`src/rtl/synth_pkg.sv`:
```
// Shared constants, FSM encoding and output saturation for the voice bank.
// Latency: n/a (package); backpressure: n/a.
package synth_pkg;

  localparam logic [2:0] SEL_SILENCE = 3'b000;
  localparam logic [2:0] SEL_SQUARE  = 3'b001;
  localparam logic [2:0] SEL_SAW     = 3'b010;
  localparam logic [2:0] SEL_TRI     = 3'b011;
  localparam logic [2:0] SEL_NOISE   = 3'b100;

  // Fibonacci taps b15, b13, b12, b10.
  localparam logic [15:0] LFSR_SEED = 16'hACE1;
  localparam logic [15:0] LFSR_TAPS = 16'hB400;

  localparam logic [1:0] ST_IDLE  = 2'd0;
  localparam logic [1:0] ST_VOICE = 2'd1;
  localparam logic [1:0] ST_OUT   = 2'd2;

  typedef struct packed {
    logic               clip;
    logic signed [63:0] val;
  } sat_t;

  function automatic sat_t saturate(input logic signed [63:0] acc, input int w);
    logic signed [63:0] hi;
    logic signed [63:0] lo;
    sat_t               r;
    hi     = (64'sd1 <<< (w - 1)) - 64'sd1;
    lo     = -(64'sd1 <<< (w - 1));
    r.clip = 1'b0;
    r.val  = acc;
    if (acc > hi) begin
      r.clip = 1'b1;
      r.val  = hi;
    end else if (acc < lo) begin
      r.clip = 1'b1;
      r.val  = lo;
    end
    return r;
  endfunction

endpackage

```
`src/rtl/synth_wavegen.sv`:
```
// Combinational waveform generator shared by all voices (square/saw/triangle/noise).
// Latency: 0 cycles; backpressure: none.
module synth_wavegen
  import synth_pkg::*;
#(
  parameter int DATA_W = 16
) (
  input  logic [DATA_W-1:0] p,
  input  logic [2:0]        sel,
  input  logic [15:0]       lfsr,
  output logic [DATA_W-1:0] wave
);

  logic [DATA_W+15:0] noise_ext;
  logic [DATA_W-1:0]  tri_t;
  logic               unused_ok;

  assign noise_ext = {{DATA_W{1'b0}}, lfsr};
  assign tri_t     = {(p[DATA_W-1] ? ~p[DATA_W-2:0] : p[DATA_W-2:0]), 1'b0};
  assign unused_ok = ^noise_ext[DATA_W+15:DATA_W];

  always_comb begin
    wave = '0;
    case (sel)
      SEL_SQUARE: wave = p[DATA_W-1] ? {1'b1, {(DATA_W-1){1'b0}}}
                                     : {1'b0, {(DATA_W-1){1'b1}}};
      SEL_SAW:    wave = {~p[DATA_W-1], p[DATA_W-2:0]};
      SEL_TRI:    wave = {~tri_t[DATA_W-1], tri_t[DATA_W-2:0]};
      SEL_NOISE:  wave = noise_ext[DATA_W-1:0];
      default:    wave = '0;
    endcase
  end

endmodule

```
`src/rtl/synth_voice_bank.sv`:
```
// Multi-voice oscillator bank: one time-multiplexed voice per cycle, saturated mix per sample tick.
// Latency: o_valid NUM_VOICES+1 cycles after each tick; backpressure: none (config writes always accepted).
module synth_voice_bank
  import synth_pkg::*;
#(
  parameter int NUM_VOICES = 4,
  parameter int DATA_W     = 16,
  parameter int PHASE_W    = 24,
  parameter int CLK_DIV    = 1042,
  localparam int VIDX_W    = (NUM_VOICES > 1) ? $clog2(NUM_VOICES) : 1
) (
  input  logic               i_clk50mhz,
  input  logic               i_rst_n,
  input  logic               i_cfg_we,
  input  logic [VIDX_W-1:0]  i_cfg_voice,
  input  logic [PHASE_W-1:0] i_cfg_freq,
  input  logic [DATA_W-1:0]  i_cfg_amp,
  input  logic [2:0]         i_cfg_mux_sel,
  output logic [DATA_W-1:0]  o_data,
  output logic               o_valid,
  output logic               o_clip
);

  localparam int ACC_W = DATA_W + $clog2(NUM_VOICES) + 1;
  localparam int CNT_W = $clog2(CLK_DIV);

  logic [PHASE_W-1:0] phase [NUM_VOICES];
  logic [PHASE_W-1:0] freq  [NUM_VOICES];
  logic [DATA_W-1:0]  amp   [NUM_VOICES];
  logic [2:0]         sel   [NUM_VOICES];

  logic [CNT_W-1:0]   div_cnt;
  logic               tick;
  logic [15:0]        lfsr;
  logic [1:0]         state;
  logic [VIDX_W-1:0]  vidx;
  logic signed [ACC_W-1:0] acc;

  logic [PHASE_W-1:0]        phase_nxt;
  logic [DATA_W-1:0]         p;
  logic [DATA_W-1:0]         wave;
  logic signed [2*DATA_W:0]  wave_ext;
  logic signed [2*DATA_W:0]  amp_ext;
  logic signed [2*DATA_W:0]  prod;
  logic signed [DATA_W:0]    term;
  logic signed [ACC_W-1:0]   acc_nxt;
  sat_t                      sat;
  logic                      unused_ok;

  assign tick      = (div_cnt == CNT_W'(CLK_DIV - 1));
  assign phase_nxt = phase[vidx] + freq[vidx];
  assign p         = phase_nxt[PHASE_W-1 -: DATA_W];

  synth_wavegen #(.DATA_W(DATA_W)) u_wavegen (
    .p    (p),
    .sel  (sel[vidx]),
    .lfsr (lfsr),
    .wave (wave)
  );

  // Signed wave times unsigned amp; dropping the low DATA_W bits floors the result.
  assign wave_ext  = {{(DATA_W+1){wave[DATA_W-1]}}, wave};
  assign amp_ext   = {{(DATA_W+1){1'b0}}, amp[vidx]};
  assign prod      = wave_ext * amp_ext;
  assign term      = prod[2*DATA_W:DATA_W];
  assign acc_nxt   = acc + ACC_W'(term);
  assign sat       = saturate(64'(acc_nxt), DATA_W);
  assign unused_ok = ^{prod[DATA_W-1:0], sat.val[63:DATA_W]};

  always_ff @(posedge i_clk50mhz or negedge i_rst_n) begin
    if (!i_rst_n) begin
      for (int i = 0; i < NUM_VOICES; i++) begin
        freq[i] <= '0;
        amp[i]  <= '0;
        sel[i]  <= SEL_SILENCE;
      end
    end else if (i_cfg_we && (int'(i_cfg_voice) < NUM_VOICES)) begin
      freq[i_cfg_voice] <= i_cfg_freq;
      amp[i_cfg_voice]  <= i_cfg_amp;
      sel[i_cfg_voice]  <= i_cfg_mux_sel;
    end
  end

  always_ff @(posedge i_clk50mhz or negedge i_rst_n) begin
    if (!i_rst_n) begin
      for (int i = 0; i < NUM_VOICES; i++) phase[i] <= '0;
      div_cnt <= '0;
      lfsr    <= LFSR_SEED;
      state   <= ST_IDLE;
      vidx    <= '0;
      acc     <= '0;
      o_data  <= '0;
      o_valid <= 1'b0;
      o_clip  <= 1'b0;
    end else begin
      o_valid <= 1'b0;
      div_cnt <= tick ? '0 : div_cnt + 1'b1;
      if (tick) lfsr <= {lfsr[14:0], ^(lfsr & LFSR_TAPS)};
      case (state)
        ST_IDLE: begin
          if (tick) begin
            state <= ST_VOICE;
            vidx  <= '0;
            acc   <= '0;
          end
        end
        ST_VOICE: begin
          phase[vidx] <= phase_nxt;
          acc         <= acc_nxt;
          // Outputs load on the edge entering OUT so the pulse lands NUM_VOICES+1 after the tick.
          if (int'(vidx) == NUM_VOICES - 1) begin
            state   <= ST_OUT;
            o_data  <= sat.val[DATA_W-1:0];
            o_clip  <= sat.clip;
            o_valid <= 1'b1;
          end else begin
            vidx <= vidx + 1'b1;
          end
        end
        ST_OUT:  state <= ST_IDLE;
        default: state <= ST_IDLE;
      endcase
    end
  end

endmodule

```
`config.mk`:
```
export PLATFORM = sky130hd
export DESIGN_NAME = synth_voice_bank
export DESIGN_NICKNAME = d
export VERILOG_FILES = /design/src/rtl/synth_pkg.sv /design/src/rtl/synth_wavegen.sv /design/src/rtl/synth_voice_bank.sv
export SDC_FILE = /design/constraint.sdc
export NUM_CORES = 1
export LEC_CHECK = 0
export CORE_MARGIN = 2
export CORE_UTILIZATION = 49
export CTS_BUF_LIST = sky130_fd_sc_hd__clkbuf_8
export DETAILED_ROUTE_END_ITERATION = 8
export HOLD_SLACK_MARGIN = 0.12
export PLACE_DENSITY_LB_ADDON = 0.12
export SYNTH_ARGS = -nofsm -noshare
export SYNTH_HDL_FRONTEND = slang
export SYNTH_SLANG_ARGS = --single-unit
```
`constraint.sdc`:
```
create_clock -name i_clk50mhz -period 12.66 [get_ports i_clk50mhz]
set_input_delay 1.266 -clock i_clk50mhz [delete_from_list [all_inputs] [get_ports i_clk50mhz]]
set_output_delay 1.266 -clock i_clk50mhz [all_outputs]
set_load 0.02 [all_outputs]
```
==> out/results.ini, run 1 <==
[detailed_routing]
vias=18400
wl_per_cell_um=19.4
final_antenna_net_count=0
drt_iter0_markers=1181
totalWireLength_um=63700
post_drt_via_cell_ratio=5.61
firstDrtPassIters=5
drc=0

[synth]
ys_async_sr_fraction_pct=100
yosys.cell_types.count=89
syn_inst=2424
yosysWarnings=0
synth_sequential_area_ratio_pct=33.2
syn_avg_cell_area_um2=10.5
mappedNetlistArea_um2=25400
ys_seq_elements=336
synth_nets=2833
synth-edff-count=0
ys.flop_type=dfrtp_1

[finish]
stdcell_area_um2=28900
area_growth_syn_to_layout_pct=13.9
layout_common_cells=dfrtp_1 (326), nand2_1 (313), inv_1 (276), fa_1 (195), mux2_2 (189)
fin_util_pct=56.4
final_common_cell=dfrtp_1
drive_gt1_share_pct=20.6
fin_nets=2975
diodes=0

[critical_path]
crit_arrival_ps=12670
worstPathRequired_ps=13230
path_common_cell=fa_1
critPathKind=register to register
start_kind=register
crit_path_top_delay_cell=dfrtp_4
cpPeakStageDelay_ps=660
end_kind=register
crit_path_max_fanout=17

[placement]
gp_congestion=0.897
place_area_um2=27300
port_buffers=65
place_hpwl_um=46700
detailedPlace.worstSlack_ps=152

[die]
dieHeight_um=232
start_util_pct=49.5
dieArea_um2=53700
num_rows=83
io_pins=66
core_um2=51300
fp.dieW_um=232

[timing]
min_period_ps=12100
timing.final.hold_violations=0
setup_violations=0
slew_headroom_pct=30.7
tightest_slew_ps=1030
fin_tns_setup_ps=0
period_share_pct=95.6
clock_skew_ps=45.7
worst_slack_ps=558
final_max_slew_viol_count=0
fmax_mhz=82.6

[run_status]
outcome=finished clean

[power_and_ir_drop]
p_per_area_nw_per_um2=243
power_leakage_nw=13.6
p_total_mw=7.03
ir_worst_vdd_mv=0.360

[global_routing]
grt_max_degree=110
grt_remaining_overflow=0
antenna_found_initial=0
grt_pass1_vias=19600
track_usage_pct=24.8
grt_pass1_wl_um=105000

[cts]
insertion_delay_ps=690
clockBufferDepth=3
cts.hold.buffers_added=0
tritoncts=done
cts.clk_slew.worst_paths_ps=60
cts_sinks=336
cts.htree.levels=2
cts_buffers=58
cts-root-buf=clkbuf_8

[run]
cap_viol_max_count=0

[worst_hold_path]
hold_path.class=register to register

==> Yosys cell counts (all sizes together), types with 35 or more instances <==
master	number	area (µm²)
a21o	35	263
a21oi	59	299
clkbuf	73	274
dfrtp	328	8210
fa	195	3900
ha	166	2080
inv	260	976
mux2	189	2130
mux4	53	1190
nand2	315	1180
nor2	166	623
o21ai	152	761
xnor2	55	489
==> metal layers <==
layer  vias up  track usage [%]  share of wire (%)  routed length, µm
met5         -                0                  0                  0
met4         0             7.27                2.7               1740
met3       108             3.78                5.4               3440
met2       464             40.1                 46              29600
met1      9371             34.8                 45              28900
li1       8497                -                  -                  -
==> repair_timing <==
action / CTS / global route
setup buffers: 0 / 28
gates resized for setup: 0 / 61
endpoints found under the setup margin: 0 / 21
==> registers in the layout, summed over array words and instances (netlist names) <==
signal   cells
lfsr        16
vidx         2
sel         12
phase       96
freq        96
o_clip       1
acc         19
o_data      16
state        2
div_cnt     11
o_valid      1
amp         64
==> cells by family after synthesis <==
family	share of synthesized area [%]
flip-flops	33.2
multiplexers	13.8
AND/OR/NAND/NOR	11.1
AO/OA/AOI/OAI	10.2
XOR/XNOR	2.65
adder cells (fa/ha/maj)	23.6
buffers and inverters	5.53
==> path summary, 6_finish.rpt <==
check                           slack, ps     start  cells past startpoint         end
min in group asynchronous             670   i_rst_n                      1   phase[75]
worst max register to register        560   vidx[1]                     46   o_data[2]
worst max-delay path                  560   vidx[1]                     46   o_data[2]
worst min-delay path                  470  phase[0]                      2    phase[0]
max in group asynchronous           10430   i_rst_n                      2  div_cnt[9]
worst min register to register        470  phase[0]                      2    phase[0]
==> worst max-delay path: cells and delay by family, from the launching register on <==
family	cells	cell delay (ps)
mux	1	340
compound gates	18	4130
xor+xnor	3	410
simple gates	5	1120
fa+ha+maj	9	4050
flops	1	660
buf+inv	10	1240
==> per-stage QoR <==
stage,hold WS (ps),instances
6_report,469,3288
5_1_grt,494,3288
4_1_cts,475,3259
3_5_place_dp,462,3157
3_3_place_gp,454,3157
2_1_floorplan,441,2424
==> power by group <==
part           total (mW)  internal [mW]  leakage, nW  switching, mW
registers            1.23           1.18         4.28         0.0518
logic                4.77           1.93         8.66           2.84
clock network        1.03          0.560        0.683          0.469
==> area by class of cell <==
class / count / area (µm²)
clock buffers: 73 / 1000
clock inverters: 29 / 200
fillers: 4490 / 22400
inverters: 262 / 983
multi-input cells: 1728 / 15800
flip-flops and latches: 336 / 8430
well taps: 680 / 851
repair buffers: 180 / 1680
Note: power is estimated with default switching activity, not from simulation.
==> inputs of run 2 (changes only) <==
--- a/config.mk
+++ b/config.mk
@@ -9,8 +9,10 @@
 export CORE_UTILIZATION = 49
 export CTS_BUF_LIST = sky130_fd_sc_hd__clkbuf_8
 export DETAILED_ROUTE_END_ITERATION = 8
+export DONT_BUFFER_PORTS = 1
 export HOLD_SLACK_MARGIN = 0.12
 export PLACE_DENSITY_LB_ADDON = 0.12
 export SYNTH_ARGS = -nofsm -noshare
 export SYNTH_HDL_FRONTEND = slang
 export SYNTH_SLANG_ARGS = --single-unit
+export TNS_END_PERCENT = 50
==> constraint.sdc (replaced) <==
create_clock -name i_clk50mhz -period 12.3 [get_ports i_clk50mhz]
set_input_delay 1.23 -clock i_clk50mhz [delete_from_list [all_inputs] [get_ports i_clk50mhz]]
set_output_delay 1.23 -clock i_clk50mhz [all_outputs]
set_load 0.02 [all_outputs]
==> out/results.ini, run 2 (same netlist as run 1, synthesis figures left out) <==
[placement]
place_hpwl_um=46000
gp_congestion=0.918
port_buffers=0

[run]
cap_viol_max_count=0

[timing]
tightest_slew_ps=1210
slew_headroom_pct=18.5
fin_tns_setup_ps=0
setup_violations=0
fmax_mhz=83.8
final_max_slew_viol_count=0
timing.final.hold_violations=0
clock_skew_ps=46.6
period_share_pct=97.0
min_period_ps=11930

[detailed_routing]
post_drt_via_cell_ratio=5.62
totalWireLength_um=64100
wl_per_cell_um=19.7
drc=0
firstDrtPassIters=5
final_antenna_net_count=0
drt_iter0_markers=1195
vias=18300

[power_and_ir_drop]
power_leakage_nw=13.6
ir_worst_vdd_mv=0.420
p_total_mw=7.55
p_per_area_nw_per_um2=262

[die]
start_util_pct=49.5
dieArea_um2=53700
io_pins=66
num_rows=83
fp.dieW_um=232
core_um2=51300
dieHeight_um=232

[cts]
cts.clk_slew.worst_paths_ps=70
cts.hold.buffers_added=0
clockBufferDepth=3
cts-root-buf=clkbuf_8
tritoncts=done
cts.htree.levels=2
cts_sinks=336
cts_buffers=59
insertion_delay_ps=680

[finish]
fin_nets=2938
regArea_um2=8430
multiInputGateArea_um2=16000
reg.largest.list=freq (96), phase (96), amp (64)
final_common_cell=dfrtp_1
n_fill_cell=4534
drive_gt1_share_pct=22.8
layout_common_cells=dfrtp_1 (326), nand2_1 (312), inv_1 (278), fa_1 (190), mux2_2 (189)
area_growth_syn_to_layout_pct=13.3

[critical_path]
crit_path_max_fanout=8
cpPeakStageDelay_ps=550
crit_arrival_ps=12470
end_kind=register
start_kind=register
critPathKind=register to register
crit_path_top_delay_cell=fa_1
worstPathRequired_ps=12840
cp_num_buf_inv=11
cp_top_family=adder cells

[global_routing]
grt_pass1_wl_um=104000
antenna_found_initial=1
grt_max_degree=337
grt_remaining_overflow=0
grt_pass1_vias=19000
track_usage_pct=24.7

[worst_hold_path]
hold_path.class=input port to asynchronous set/reset pin

[run_status]
outcome=finished clean

run 2: cell types whose count changed in the layout (fill, tap and decap cells not counted), moves of 4 or more:
| cell | previous run | this run |
|---|---|---|
| clkdlybuf4s50_1 | 64 | 0 |
| buf_4 | 98 | 117 |
| a21oi_1 | 51 | 45 |
| a21oi_2 | 8 | 14 |
| buf_12 | 6 | 12 |
| buf_6 | 5 | 10 |
| fa_1 | 195 | 190 |
| fa_2 | 0 | 5 |
| ha_4 | 0 | 4 |
| o21ai_1 | 16 | 12 |
| o21ai_2 | 1 | 5 |
run 2: area by class of cell:
type	count	share of cell area, %
inverter	262	3.42
sequential	336	29.3
multi-input combinational	1729	55.6
timing repair buffer	141	4.45
clock buffer	75	3.59
antenna	1	0.00870
tap	680	2.96
clock inverter	29	0.674
run 2: worst paths after layout:
kind / from / endpoint / slack (ps) / cells past startpoint
max: vidx[0] / o_data[4] / 370 / 49
min in group i_clk50mhz: lfsr[7] / lfsr[7] / 480 / 2
max reg2reg: vidx[0] / o_data[4] / 370 / 49
min reg2reg: lfsr[7] / lfsr[7] / 480 / 2
min: i_rst_n / freq[28] / 260 / 0
max in group asynchronous: i_rst_n / vidx[1] / 11380 / 0
run 2: metrics by stage:
stage / cells / cell area, µm² / hold slack (ps) / utilization [%] / setup slack (ps)
after CTS: 3218 / 28100 / 209 / 54.8 / 8.75
after floorplan: 2424 / 25400 / 441 / - / 24.4
after global routing: 3253 / 28800 / 217 / 56.1 / -55.8
after detailed placement: 3111 / 26800 / 464 / 52.2 / -263
final: 3253 / 28800 / 265 / 56.1 / 374
after global placement: 3111 / 26800 / 457 / 52.2 / -155
run 2: routing by layer:
metal	up-vias	GRT usage [%]	routed length (µm)
li1	8424	-	-
met1	9272	34.5	28500
met2	478	39.9	29800
met3	102	4.21	4110
met4	0	6.77	1780
met5	-	0	0
run 2: report_power, final:
group          total, mW  internal, mW  switching (mW)  leakage [nW]
Clock               1.07         0.589           0.480         0.704
Combinational       5.21          2.15            3.07          8.62
Sequential          1.26          1.21          0.0498          4.28
run 2: repair_timing:
item                       4_1_cts  5_1_grt
setup buffers                    3       31
gates cloned                     0        3
pin swaps                        0       47
resized for setup               10       86
setup endpoints to repair       17       21
run 2: worst register-to-register path, delay by kind of cell (launching register included):
family	cells	cell delay [ps]
XOR/XNOR	4	600
multiplexers	1	460
buffers and inverters	11	1290
adder cells (fa/ha/maj)	9	3790
AND/OR/NAND/NOR	7	1400
AO/OA/AOI/OAI	17	3690
flip-flops	1	530
==> inputs of run 3 (changes only) <==
--- a/config.mk
+++ b/config.mk
@@ -12,6 +12,7 @@
 export DONT_BUFFER_PORTS = 1
 export HOLD_SLACK_MARGIN = 0.12
 export PLACE_DENSITY_LB_ADDON = 0.12
+export SKIP_LAST_GASP = 1
 export SYNTH_ARGS = -nofsm -noshare
 export SYNTH_HDL_FRONTEND = slang
 export SYNTH_SLANG_ARGS = --single-unit
==> results of run 3 <==
Final layout, timing and power as in run 2 (identical DEF).
Among the figures that moved: number of gates resized after CTS 10 -> 9
==> RTL edit: new RTL, config.mk and constraints of run 1 <==
Register the output `o_data` once more, with the module's reset; this adds one clock of latency there. The other outputs are not delayed to match.
--- a/src/rtl/synth_voice_bank.sv
+++ b/src/rtl/synth_voice_bank.sv
@@ -23,6 +23,8 @@
 
   localparam int ACC_W = DATA_W + $clog2(NUM_VOICES) + 1;
   localparam int CNT_W = $clog2(CLK_DIV);
+
+  logic [DATA_W-1:0] o_data_s0;
 
   logic [PHASE_W-1:0] phase [NUM_VOICES];
   logic [PHASE_W-1:0] freq  [NUM_VOICES];
@@ -89,7 +91,7 @@
       state   <= ST_IDLE;
       vidx    <= '0;
       acc     <= '0;
-      o_data  <= '0;
+      o_data_s0 <= '0;
       o_valid <= 1'b0;
       o_clip  <= 1'b0;
     end else begin
@@ -110,7 +112,7 @@
           // Outputs load on the edge entering OUT so the pulse lands NUM_VOICES+1 after the tick.
           if (int'(vidx) == NUM_VOICES - 1) begin
             state   <= ST_OUT;
-            o_data  <= sat.val[DATA_W-1:0];
+            o_data_s0 <= sat.val[DATA_W-1:0];
             o_clip  <= sat.clip;
             o_valid <= 1'b1;
           end else begin
@@ -123,5 +125,13 @@
     end
   end
 
+  always_ff @(posedge i_clk50mhz or negedge i_rst_n) begin
+    if (!i_rst_n) begin
+      o_data <= '0;
+    end else begin
+      o_data <= o_data_s0;
+    end
+  end
+
 endmodule
 
Check against the original RTL: no difference found for any inputs over 10 cycles, from zero or initial values and one cycle with i_rst_n low; that may be too few to reach the edited logic, so the function may still have changed.
==> RTL edit against run 1 <==
Sequential cell count rose by 16; area after synthesis rose by 1.6%; global-route usage decreased by 0.14 points; hold slack worse by 0.077 ns; die area grew 1.5%; combinational power is 3% higher; setup slack got worse by 0.11 ns; cell area up 2.8%; routed wire length up 1.1%; first-iteration DRC count fell by 4.1%; power rose by 4.8%; via count is 1.4% higher; core utilization grew 0.40 points; largest cell class unchanged; largest power group unchanged; highest routed layer unchanged.
==> RTL edit: results (changes against run 1) <==
| Metric | Value |
|---|---|
| Worst reg-to-reg setup slack | 0.45 ns (-0.11 ns) |
| CTS clk-pin slew, worst paths | 0.06 ns (about the same) |
| Worst path arrival time | 12.80 ns (+0.13 ns) |
| Top layer in use | met4 |
| Max IR drop VDD | 349 uV (-2.8%) |
| RePlAce Congestion | 0.917 (+2.2%) |
| Clock Tree Buf Depth | 3 (unchanged) |
| Post-Route M1 WL | 29500 um (+2.0%) |
| Slew HR | 12.7% (-18 points) |
| Reg2reg path depth | 47 (+2.2%) |
| Outcome | finished, final reports clean |
| Routed vias | 18.7k (+1.4%) |
| Share of layout cells above drive strength 1 | 21.1% (+0.54 points) |
| Met2 usage | 40.1% (about the same) |
| Met3 wire len | 3270 um (-5.1%) |
| TritonRoute pass-1 iters | 7 (+2) |
| Top post-synthesis cells by count | 344 x dfrtp_1, 314 x nand2_1, 259 x inv_1 |
| Vias in the first global route | 19.9k (+1.3%) |
| Crit path max fanout | 13 (-4) |
| Drt wl/cell | 19.3 um (-0.14%) |
| Synth Area in Adders | 23.2% (-0.37 points) |
| Total track usage | 24.7% (-0.14 points) |
| Met2 WL | 29700 um (+0.42%) |
| CP max stage delay | 0.56 ns (-0.10 ns) |
| Worst setup startpoint | vidx[0] |
| GR met1 Demand/Resource | 33.9% (-0.97 points) |
| Sw power | 3.46 mW (+3.0%) |
| Post-Syn Nets | 2849 (+0.56%) |
| Iteration-0 DRC Markers | 1133 (-4.1%) |
| Synth Area in Compound Gates | 10.1% (-0.16 points) |
| Leakage | 14.0 nW (+2.9%) |
| Largest net degree at the start of global routing | 83 (-25%) |
| Placed wire-length estimate | 46600 um (-0.24%) |
| Post-synthesis mux area share | 13.5% (-0.21 points) |
| Hold path startpoint | o_data_s0[5] |
| Inserted Clock Buffers | 60 (+3.4%) |
| Met3 Use GR | 4.30% (+0.52 points) |
| Nets@finish | 3000 (+0.84%) |
| Crit path max-delay cell type | fa_1 |
| Critical path endpoint | o_data_s0[14] |
| Sequential share of the synthesized area | 34.2% (+1.0 points) |
| Setup Skew | 0.0547 ns (+0.00894 ns) |
| First-pass GRT wire length | 105000 um (about the same) |
## RTL edit: changes by cell type after synthesis, sizes merged
cell	run 1	this run
dfrtp	328	344
buf	25	23
clkbuf	73	75
## RTL edit: kinds of logic after synthesis
group                      Yosys count
xor gates and xnor gates            76
muxes                              259
AOI/OAI and AO/OA                  392
buffers and inverters              360
adders and majority gates          361
and+or+nand+nor                    640
DFF                                352
## RTL edit: worst min path at each step
| stage | to | slack [ns] | cells after the start |
|---|---|---|---|
| after floorplan | o_data[0] | 0.35 | 0 |
| after global placement | o_data[1] | 0.38 | 0 |
| after detailed placement | o_data[15] | 0.36 | 0 |
| after CTS | o_data[15] | 0.38 | 0 |
| after global routing | o_data[15] | 0.40 | 0 |
| final | o_data[5] | 0.39 | 0 |
## RTL edit: per-stage QoR
step	util [%]	setup WS, ns	instance area, um^2	power, mW	instances
finish	56.8	0.453	29700	7.37	3329
global route	56.8	-0.0237	29700	8.13	3329
CTS	55.7	0.0227	29200	7.24	3300
detailed placement	52.9	-0.0472	27700	6.01	3187
global placement	52.9	0.0758	27700	5.94	3187
floorplan	-	0.0406	25800	4.63	2440
## RTL edit: timing repair
item / 4_1_cts / 5_1_grt
gates cloned: 0 / 2
pin swaps: 0 / 17
setup buffers: 1 / 27
resized for setup: 0 / 57
setup endpoints to repair: 15 / 21
## RTL edit: power by group through the flow
stage	Clock [mW]	Sequential, mW	Combinational (mW)
after floorplan	0	1.28	3.35
after global placement	0	1.29	4.64
after detailed placement	0	1.30	4.71
after CTS	1.22	1.28	4.74
after global routing	1.26	1.29	5.58
final	1.18	1.28	4.91
## RTL edit: area by class of cell
class                      instances  area (um^2)
fill                            4562        22600
clock inverter                    26          258
timing repair buffer             187         1760
inverter                         262          983
tap                              688          861
clock buffer                      86         1180
multi-input combinational       1728        15800
sequential                       352         8830
